==> config.mk <==
export PLATFORM = sky130hd
export DESIGN_NAME = core_mem_sequencer_flat
export DESIGN_NICKNAME = d
export VERILOG_FILES = /design/src/rtl/core_mem_sequencer_pkg.sv /design/src/rtl/mem_ift.sv /design/src/rtl/core_mem_sequencer_watchdog.sv /design/src/rtl/core_mem_sequencer.sv /design/src/flat_wrapper.sv
export SDC_FILE = /design/constraint.sdc
export NUM_CORES = 1
export LEC_CHECK = 0
export BUFFER_PORTS_ARGS = -buffer_cell sky130_fd_sc_hd__buf_2
export CAP_MARGIN = 0
export CORE_AREA = 2 2 237 239
export DETAILED_ROUTE_END_ITERATION = 6
export DIE_AREA = 0 0 239 241
export PLACE_DENSITY = 0.49
export SLEW_MARGIN = 0
export SYNTH_ARGS = -nofsm -noshare
export SYNTH_HDL_FRONTEND = slang
export SYNTH_SLANG_ARGS = --single-unit
==> constraint.sdc <==
create_clock -name clk -period 8.6 [get_ports clk]
set_clock_uncertainty 0.1 [all_clocks]
set_input_delay 1.29 -clock clk [delete_from_list [all_inputs] [get_ports clk]]
set_output_delay 1.29 -clock clk [all_outputs]
set_load 0.05 [all_outputs]
==> src/rtl/core_mem_sequencer_pkg.sv <==
// Shared types for the multi-cycle memory sequencer: state encoding, widths,
// and state-class helpers.
package core_mem_sequencer_pkg;

  localparam int MEM_SEQ_TIMEOUT_DFLT = 256;
  localparam int ADDR_W_DFLT          = 64;
  localparam int DATA_W_DFLT          = 64;

  typedef logic [ADDR_W_DFLT-1:0]   addr_t;
  typedef logic [DATA_W_DFLT-1:0]   data_t;
  typedef logic [DATA_W_DFLT/8-1:0] mask_t;

  typedef enum logic [3:0] {
    IDLE, F_REQ, F_WAIT, DEC, L_REQ, L_WAIT, S_REQ, S_WAIT, COMMIT, HALT
  } seq_state_t;

  function automatic logic is_req_state(seq_state_t s);
    return (s == F_REQ) || (s == L_REQ) || (s == S_REQ);
  endfunction

  function automatic logic is_wait_state(seq_state_t s);
    return (s == F_WAIT) || (s == L_WAIT) || (s == S_WAIT);
  endfunction

endpackage

==> src/rtl/mem_ift.sv <==
// Unified memory port: independent read and write request/reply channels,
// each a valid/ready handshake.
interface Mem_ift #(
  parameter int ADDR_W = 64,
  parameter int DATA_W = 64
);
  logic                r_request_valid;
  logic                r_request_ready;
  logic [ADDR_W-1:0]   raddr;
  logic                r_reply_valid;
  logic                r_reply_ready;
  logic [DATA_W-1:0]   rdata;
  logic                w_request_valid;
  logic                w_request_ready;
  logic [ADDR_W-1:0]   waddr;
  logic [DATA_W-1:0]   wdata;
  logic [DATA_W/8-1:0] wmask;
  logic                w_reply_valid;
  logic                w_reply_ready;

  modport Master (
    output r_request_valid, raddr, r_reply_ready,
    output w_request_valid, waddr, wdata, wmask, w_reply_ready,
    input  r_request_ready, r_reply_valid, rdata,
    input  w_request_ready, w_reply_valid
  );

  modport Slave (
    input  r_request_valid, raddr, r_reply_ready,
    input  w_request_valid, waddr, wdata, wmask, w_reply_ready,
    output r_request_ready, r_reply_valid, rdata,
    output w_request_ready, w_reply_valid
  );
endinterface

==> src/rtl/core_mem_sequencer_watchdog.sv <==
// Wait-state counter for the sequencer; flags expiry on the cycle that would
// complete LIMIT consecutive stalled cycles in one state.
module mem_seq_watchdog #(
  parameter int LIMIT = 256
) (
  input  logic clk,
  input  logic rst,
  input  logic clear,
  input  logic waiting,
  output logic expire
);
  localparam int CW = $clog2(LIMIT + 1);

  logic [CW-1:0] cnt;

  always_ff @(posedge clk or posedge rst) begin
    if (rst)          cnt <= '0;
    else if (clear)   cnt <= '0;
    else if (waiting) cnt <= cnt + CW'(1);
  end

  assign expire = waiting && (cnt == CW'(LIMIT - 1));
endmodule

==> src/rtl/core_mem_sequencer.sv <==
// Serialises fetch / optional load or store / commit over one memory port and
// stalls the core outside COMMIT. Optional wait timeout: MEM_SEQ_TIMEOUT_EN.
module core_mem_sequencer
  import core_mem_sequencer_pkg::*;
#(
  parameter int ADDR_W         = ADDR_W_DFLT,
  parameter int DATA_W         = DATA_W_DFLT,
  parameter int TIMEOUT_CYCLES = MEM_SEQ_TIMEOUT_DFLT
) (
  input  logic                clk,
  input  logic                rst,
  input  logic [ADDR_W-1:0]   pc,
  input  logic                re_mem,
  input  logic                we_mem,
  input  logic [ADDR_W-1:0]   alu_res,
  input  logic [DATA_W-1:0]   data_package,
  input  logic [DATA_W/8-1:0] mask_package,
  Mem_ift.Master              mem_ift,
  output logic [DATA_W-1:0]   inst_word,
  output logic [DATA_W-1:0]   load_word,
  output logic                stall,
  output logic                bus_err
);

  seq_state_t          state, state_n;
  logic [ADDR_W-1:0]   addr_q;
  logic [DATA_W-1:0]   data_q;
  logic [DATA_W/8-1:0] mask_q;

`ifdef MEM_SEQ_TIMEOUT_EN
  logic waiting, expire;

  // The awaited handshake input for the current state is low.
  always_comb begin
    waiting = 1'b0;
    case (state)
      F_REQ, L_REQ:   waiting = !mem_ift.r_request_ready;
      F_WAIT, L_WAIT: waiting = !mem_ift.r_reply_valid;
      S_REQ:          waiting = !mem_ift.w_request_ready;
      S_WAIT:         waiting = !mem_ift.w_reply_valid;
      default:        waiting = 1'b0;
    endcase
  end

  mem_seq_watchdog #(.LIMIT(TIMEOUT_CYCLES)) u_watchdog (
    .clk     (clk),
    .rst     (rst),
    .clear   (state_n != state),
    .waiting (waiting),
    .expire  (expire)
  );

  always_ff @(posedge clk or posedge rst) begin
    if (rst)         bus_err <= 1'b0;
    else if (expire) bus_err <= 1'b1;
  end
`else
  assign bus_err = 1'b0;
`endif

  always_ff @(posedge clk or posedge rst) begin
    if (rst) begin
      state     <= IDLE;
      inst_word <= '0;
      load_word <= '0;
      addr_q    <= '0;
      data_q    <= '0;
      mask_q    <= '0;
    end else begin
      state <= state_n;
      if (state == F_WAIT && mem_ift.r_reply_valid) inst_word <= mem_ift.rdata;
      if (state == L_WAIT && mem_ift.r_reply_valid) load_word <= mem_ift.rdata;
      if (state == DEC) begin
        addr_q <= alu_res;
        data_q <= data_package;
        mask_q <= mask_package;
      end
    end
  end

  always_comb begin
    state_n = state;
    case (state)
      IDLE:   state_n = F_REQ;
      F_REQ:  if (mem_ift.r_request_ready) state_n = F_WAIT;
      F_WAIT: if (mem_ift.r_reply_valid)   state_n = DEC;
      // A simultaneous load and store decode resolves to the load.
      DEC:    state_n = re_mem ? L_REQ : (we_mem ? S_REQ : COMMIT);
      L_REQ:  if (mem_ift.r_request_ready) state_n = L_WAIT;
      L_WAIT: if (mem_ift.r_reply_valid)   state_n = COMMIT;
      S_REQ:  if (mem_ift.w_request_ready) state_n = S_WAIT;
      S_WAIT: if (mem_ift.w_reply_valid)   state_n = COMMIT;
      COMMIT: state_n = F_REQ;
      HALT:   state_n = HALT;
      default: state_n = IDLE;
    endcase
`ifdef MEM_SEQ_TIMEOUT_EN
    if (expire) state_n = HALT;
`endif
  end

  // Outputs are pure functions of state so reset clears them in the same cycle.
  always_comb begin
    stall                   = 1'b1;
    mem_ift.r_request_valid = 1'b0;
    mem_ift.raddr           = '0;
    mem_ift.r_reply_ready   = 1'b0;
    mem_ift.w_request_valid = 1'b0;
    mem_ift.waddr           = '0;
    mem_ift.wdata           = '0;
    mem_ift.wmask           = '0;
    mem_ift.w_reply_ready   = 1'b0;
    if (is_req_state(state) && state != S_REQ) begin
      mem_ift.r_request_valid = 1'b1;
      mem_ift.raddr           = (state == F_REQ) ? pc : addr_q;
    end
    if (state == S_REQ) begin
      mem_ift.w_request_valid = 1'b1;
      mem_ift.waddr           = addr_q;
      mem_ift.wdata           = data_q;
      mem_ift.wmask           = mask_q;
    end
    if (is_wait_state(state)) begin
      mem_ift.r_reply_ready = (state != S_WAIT);
      mem_ift.w_reply_ready = (state == S_WAIT);
    end
    if (state == COMMIT) stall = 1'b0;
  end

endmodule

==> src/flat_wrapper.sv <==
// flat-port wrapper written by rule: the top's interface ports become plain ports
module core_mem_sequencer_flat import core_mem_sequencer_pkg::*;
#(
  parameter int ADDR_W         = ADDR_W_DFLT,
  parameter int DATA_W         = DATA_W_DFLT,
  parameter int TIMEOUT_CYCLES = MEM_SEQ_TIMEOUT_DFLT
)
  (clk, rst, pc, re_mem, we_mem, alu_res, data_package, mask_package, inst_word, load_word, stall, bus_err, mem_ift_r_request_valid, mem_ift_raddr, mem_ift_r_reply_ready, mem_ift_w_request_valid, mem_ift_waddr, mem_ift_wdata, mem_ift_wmask, mem_ift_w_reply_ready, mem_ift_r_request_ready, mem_ift_r_reply_valid, mem_ift_rdata, mem_ift_w_request_ready, mem_ift_w_reply_valid);
  Mem_ift #(.ADDR_W(ADDR_W), .DATA_W(DATA_W)) mem_ift_i ();
  input  logic clk;
  input  logic rst;
  input  logic [ADDR_W-1:0] pc;
  input  logic re_mem;
  input  logic we_mem;
  input  logic [ADDR_W-1:0] alu_res;
  input  logic [DATA_W-1:0] data_package;
  input  logic [DATA_W/8-1:0] mask_package;
  output logic [DATA_W-1:0] inst_word;
  output logic [DATA_W-1:0] load_word;
  output logic stall;
  output logic bus_err;
  output wire logic [$bits(mem_ift_i.r_request_valid)-1:0] mem_ift_r_request_valid;
  output wire logic [$bits(mem_ift_i.raddr)-1:0] mem_ift_raddr;
  output wire logic [$bits(mem_ift_i.r_reply_ready)-1:0] mem_ift_r_reply_ready;
  output wire logic [$bits(mem_ift_i.w_request_valid)-1:0] mem_ift_w_request_valid;
  output wire logic [$bits(mem_ift_i.waddr)-1:0] mem_ift_waddr;
  output wire logic [$bits(mem_ift_i.wdata)-1:0] mem_ift_wdata;
  output wire logic [$bits(mem_ift_i.wmask)-1:0] mem_ift_wmask;
  output wire logic [$bits(mem_ift_i.w_reply_ready)-1:0] mem_ift_w_reply_ready;
  input wire logic [$bits(mem_ift_i.r_request_ready)-1:0] mem_ift_r_request_ready;
  input wire logic [$bits(mem_ift_i.r_reply_valid)-1:0] mem_ift_r_reply_valid;
  input wire logic [$bits(mem_ift_i.rdata)-1:0] mem_ift_rdata;
  input wire logic [$bits(mem_ift_i.w_request_ready)-1:0] mem_ift_w_request_ready;
  input wire logic [$bits(mem_ift_i.w_reply_valid)-1:0] mem_ift_w_reply_valid;
  assign mem_ift_r_request_valid = mem_ift_i.r_request_valid;
  assign mem_ift_raddr = mem_ift_i.raddr;
  assign mem_ift_r_reply_ready = mem_ift_i.r_reply_ready;
  assign mem_ift_w_request_valid = mem_ift_i.w_request_valid;
  assign mem_ift_waddr = mem_ift_i.waddr;
  assign mem_ift_wdata = mem_ift_i.wdata;
  assign mem_ift_wmask = mem_ift_i.wmask;
  assign mem_ift_w_reply_ready = mem_ift_i.w_reply_ready;
  assign mem_ift_i.r_request_ready = mem_ift_r_request_ready;
  assign mem_ift_i.r_reply_valid = mem_ift_r_reply_valid;
  assign mem_ift_i.rdata = mem_ift_rdata;
  assign mem_ift_i.w_request_ready = mem_ift_w_request_ready;
  assign mem_ift_i.w_reply_valid = mem_ift_w_reply_valid;
  core_mem_sequencer #(.ADDR_W(ADDR_W), .DATA_W(DATA_W), .TIMEOUT_CYCLES(TIMEOUT_CYCLES)) u_core (.clk(clk), .rst(rst), .pc(pc), .re_mem(re_mem), .we_mem(we_mem), .alu_res(alu_res), .data_package(data_package), .mask_package(mask_package), .mem_ift(mem_ift_i), .inst_word(inst_word), .load_word(load_word), .stall(stall), .bus_err(bus_err));
endmodule
==> flow_summary.ini <==
[logic_synthesis]
ys.warnings.count = 0
yosys_most_used_dff = dfrtp_1
synth_area_per_cell_um2 = 13.1
synth_top_area_frac = 0.570
yosysTopAreaCell = dfrtp_1
yosys.cell_count.top_type = dfrtp_1
seq_area_frac_synth = 0.570
synthAdderAreaFrac = 0
synth_edf_count = 0
synth_compound_area_frac = 0.0425
synth_nets = 1170
ys_ff_latch = 268
yosys.area_share.simple = 0.104
synth_cell_type_count = 30
ys_top_cells_by_count = dfrtp_1, mux2_2, and2_1, nand2_1
synth_cells = 898
synthXorXnorAreaFrac = 0.000745
synthArstFlopShare = 1.00
syn_area_um2 = 11800
synth.area.top_cells = dfrtp_1, mux2_2, and2_1, a22o_1, nand2_1
synth_top_family_by_area = multiplexers
synthMuxAreaShare = 0.257

[sta]
rsz0062_at_grt = no
slew_headroom = 0.240
period_needed_ns = 4.37
setup-tns-final_ns = 0
fin_hold_ws_ns = 0.395
setup_slack_ns = 4.23
slew_violations = 0
max_freq_mhz = 229
hold_viol = 0
setup_viol_count_final = 0
post-route-period-util = 0.508
tightest_slew_ns = 1.14

[clocking]
cts_resized = 0
cts-root-buf = clkbuf_16
clock_latency_ns = 0.57
cts_setup_buffers = 0
cts.htree.levels = 1
cts_tree = built
cts_buffers = 31
hold_buffers = 0
clkTransAtPathRegs_ns = 0.06
clkSinkCount = 268
clock_path_buffers = 3

[worst_setup_path]
crit_required_ns = 7.21
timing.rr.end = u_core.addr_q[26]
arrival_ns = 2.98
endpoint_kind = primary output
ff2ff_setup_slack_ns = 5.27
endpoint = mem_ift_raddr[22]
worstSetupPathType = flip-flop to primary output
r2r_cells = 5
path_max_fanout = 64
startpoint = u_core.state[0]
cp-start-kind = flip-flop
rr_startpoint = u_core.state[0]

[cells_and_area]
final_core_util = 0.303
layout-drive-gt1-share = 0.624
final_cells = 2220
fin_area_um2 = 16600
area_growth_pct = 41.3
final_nets = 1756

[run_status]
outcome = finished clean

[drt]
detail-route-antenna-nets = 0
wirelength_um = 40100
vias = 9303
viasPerCell = 4.19
drc = 0
wl_per_cell_um = 18.1
drtIter0Drc = 308
drt_first_pass_iters = 4

[die]
floorplan.rows = 86
die_x_um = 239
start_util = 0.214
dieHeight_um = 241
dieArea_um2 = 57600
ios = 606
core_area_um2 = 54900

[global_routing]
grt_pass1_vias = 9481
grt.overflow.total = 0
grt_usage = 0.130
antenna_found_initial = 18
grt_max_degree = 116
grt_pass1_wl_um = 57800

[placement]
place.gp.congestion = 0.825
placed_cells = 2155
hpwl_um = 30200
post-place-ws_ns = 4.83
dpl_cell_area_um2 = 15500
port_buffers = 604

[power]
power_density_nw_per_um2 = 463
power_leakage_nw = 8.44
fin_total_pwr_mw = 7.70
ir_worst_vdd_uv = 300

[hold_path]
hold_path_depth = 1
holdCritPathClass = flip-flop to flip-flop

[run]
drv_cap = 0
critical path, cell delays in order (launching register included):
cell	delay [ns]
dfrtp_1	0.64
and2b_1	0.29
and2_2	0.17
buf_4	0.52
nand2_1	0.16
a21oi_1	0.25
buf_2	0.32
sequential cells by signal (all words and copies together), names as in the netlist:
signal            flops
u_core.mask_q         8
u_core.addr_q        64
u_core.data_q        64
u_core.state          4
u_core.inst_word     64
u_core.load_word     64
how the worst min path moves through the flow:
stage | start | endpoint
finish | u_core.data_q[59] | u_core.data_q[59]
global route | u_core.data_q[7] | u_core.data_q[7]
CTS | u_core.data_q[52] | u_core.data_q[52]
detailed placement | u_core.data_q[52] | u_core.data_q[52]
global placement | u_core.load_word[28] | u_core.load_word[28]
floorplan | u_core.data_q[48] | u_core.data_q[48]
kinds of logic (layout without fill, tap and decap cells):
family                    count (synthesis)  after routing
buffers and inverters                    67            677
other                                     1              9
AOI/OAI and AO/OA                        72             72
and+or+nand+nor                         221            221
xor gates and xnor gates                  1              1
muxes                                   268            268
DFF                                     268            268
final cells by class:
class / instances / area, um2
diodes: 8 / 20.0
clock buffers: 44 / 895
clock inverters: 13 / 195
fillers: 5738 / 38300
inverters: 3 / 15.0
multi-input cells: 563 / 4780
flip-flops and latches: 268 / 6710
well taps: 704 / 881
repair buffers: 617 / 3120
layout by cell type, fill, tap and decap left out, drive strengths merged, types with 5 or more instances in the layout:
cell type,Yosys,final
clkbuf,26,44
nand2,64,64
bufinv,0,5
clkinv,0,6
nor2,5,5
diode,0,8
a22o,34,34
buf,38,617
a21oi,33,33
and2,137,137
mux2,267,267
dfrtp,268,268
metal layers:
metal  part of all wire  wire length [um]  vias to the layer above  GRT usage
li1                   -                 -                     4270          -
met1               0.38             15000                     4541      0.142
met2               0.51             20300                      411      0.235
met3              0.096              3850                       67     0.0462
met4              0.021               827                       14     0.0407
met5             0.0021                83                        -          0
report_power, final:
group	internal, mW	leakage (nW)	switching [mW]
Sequential	1.90	3.21	0.406
Combinational	1.25	4.69	2.74
Clock	0.867	0.534	0.532
Total	4.02	8.44	3.68
(Power assumes the default switching activity.)
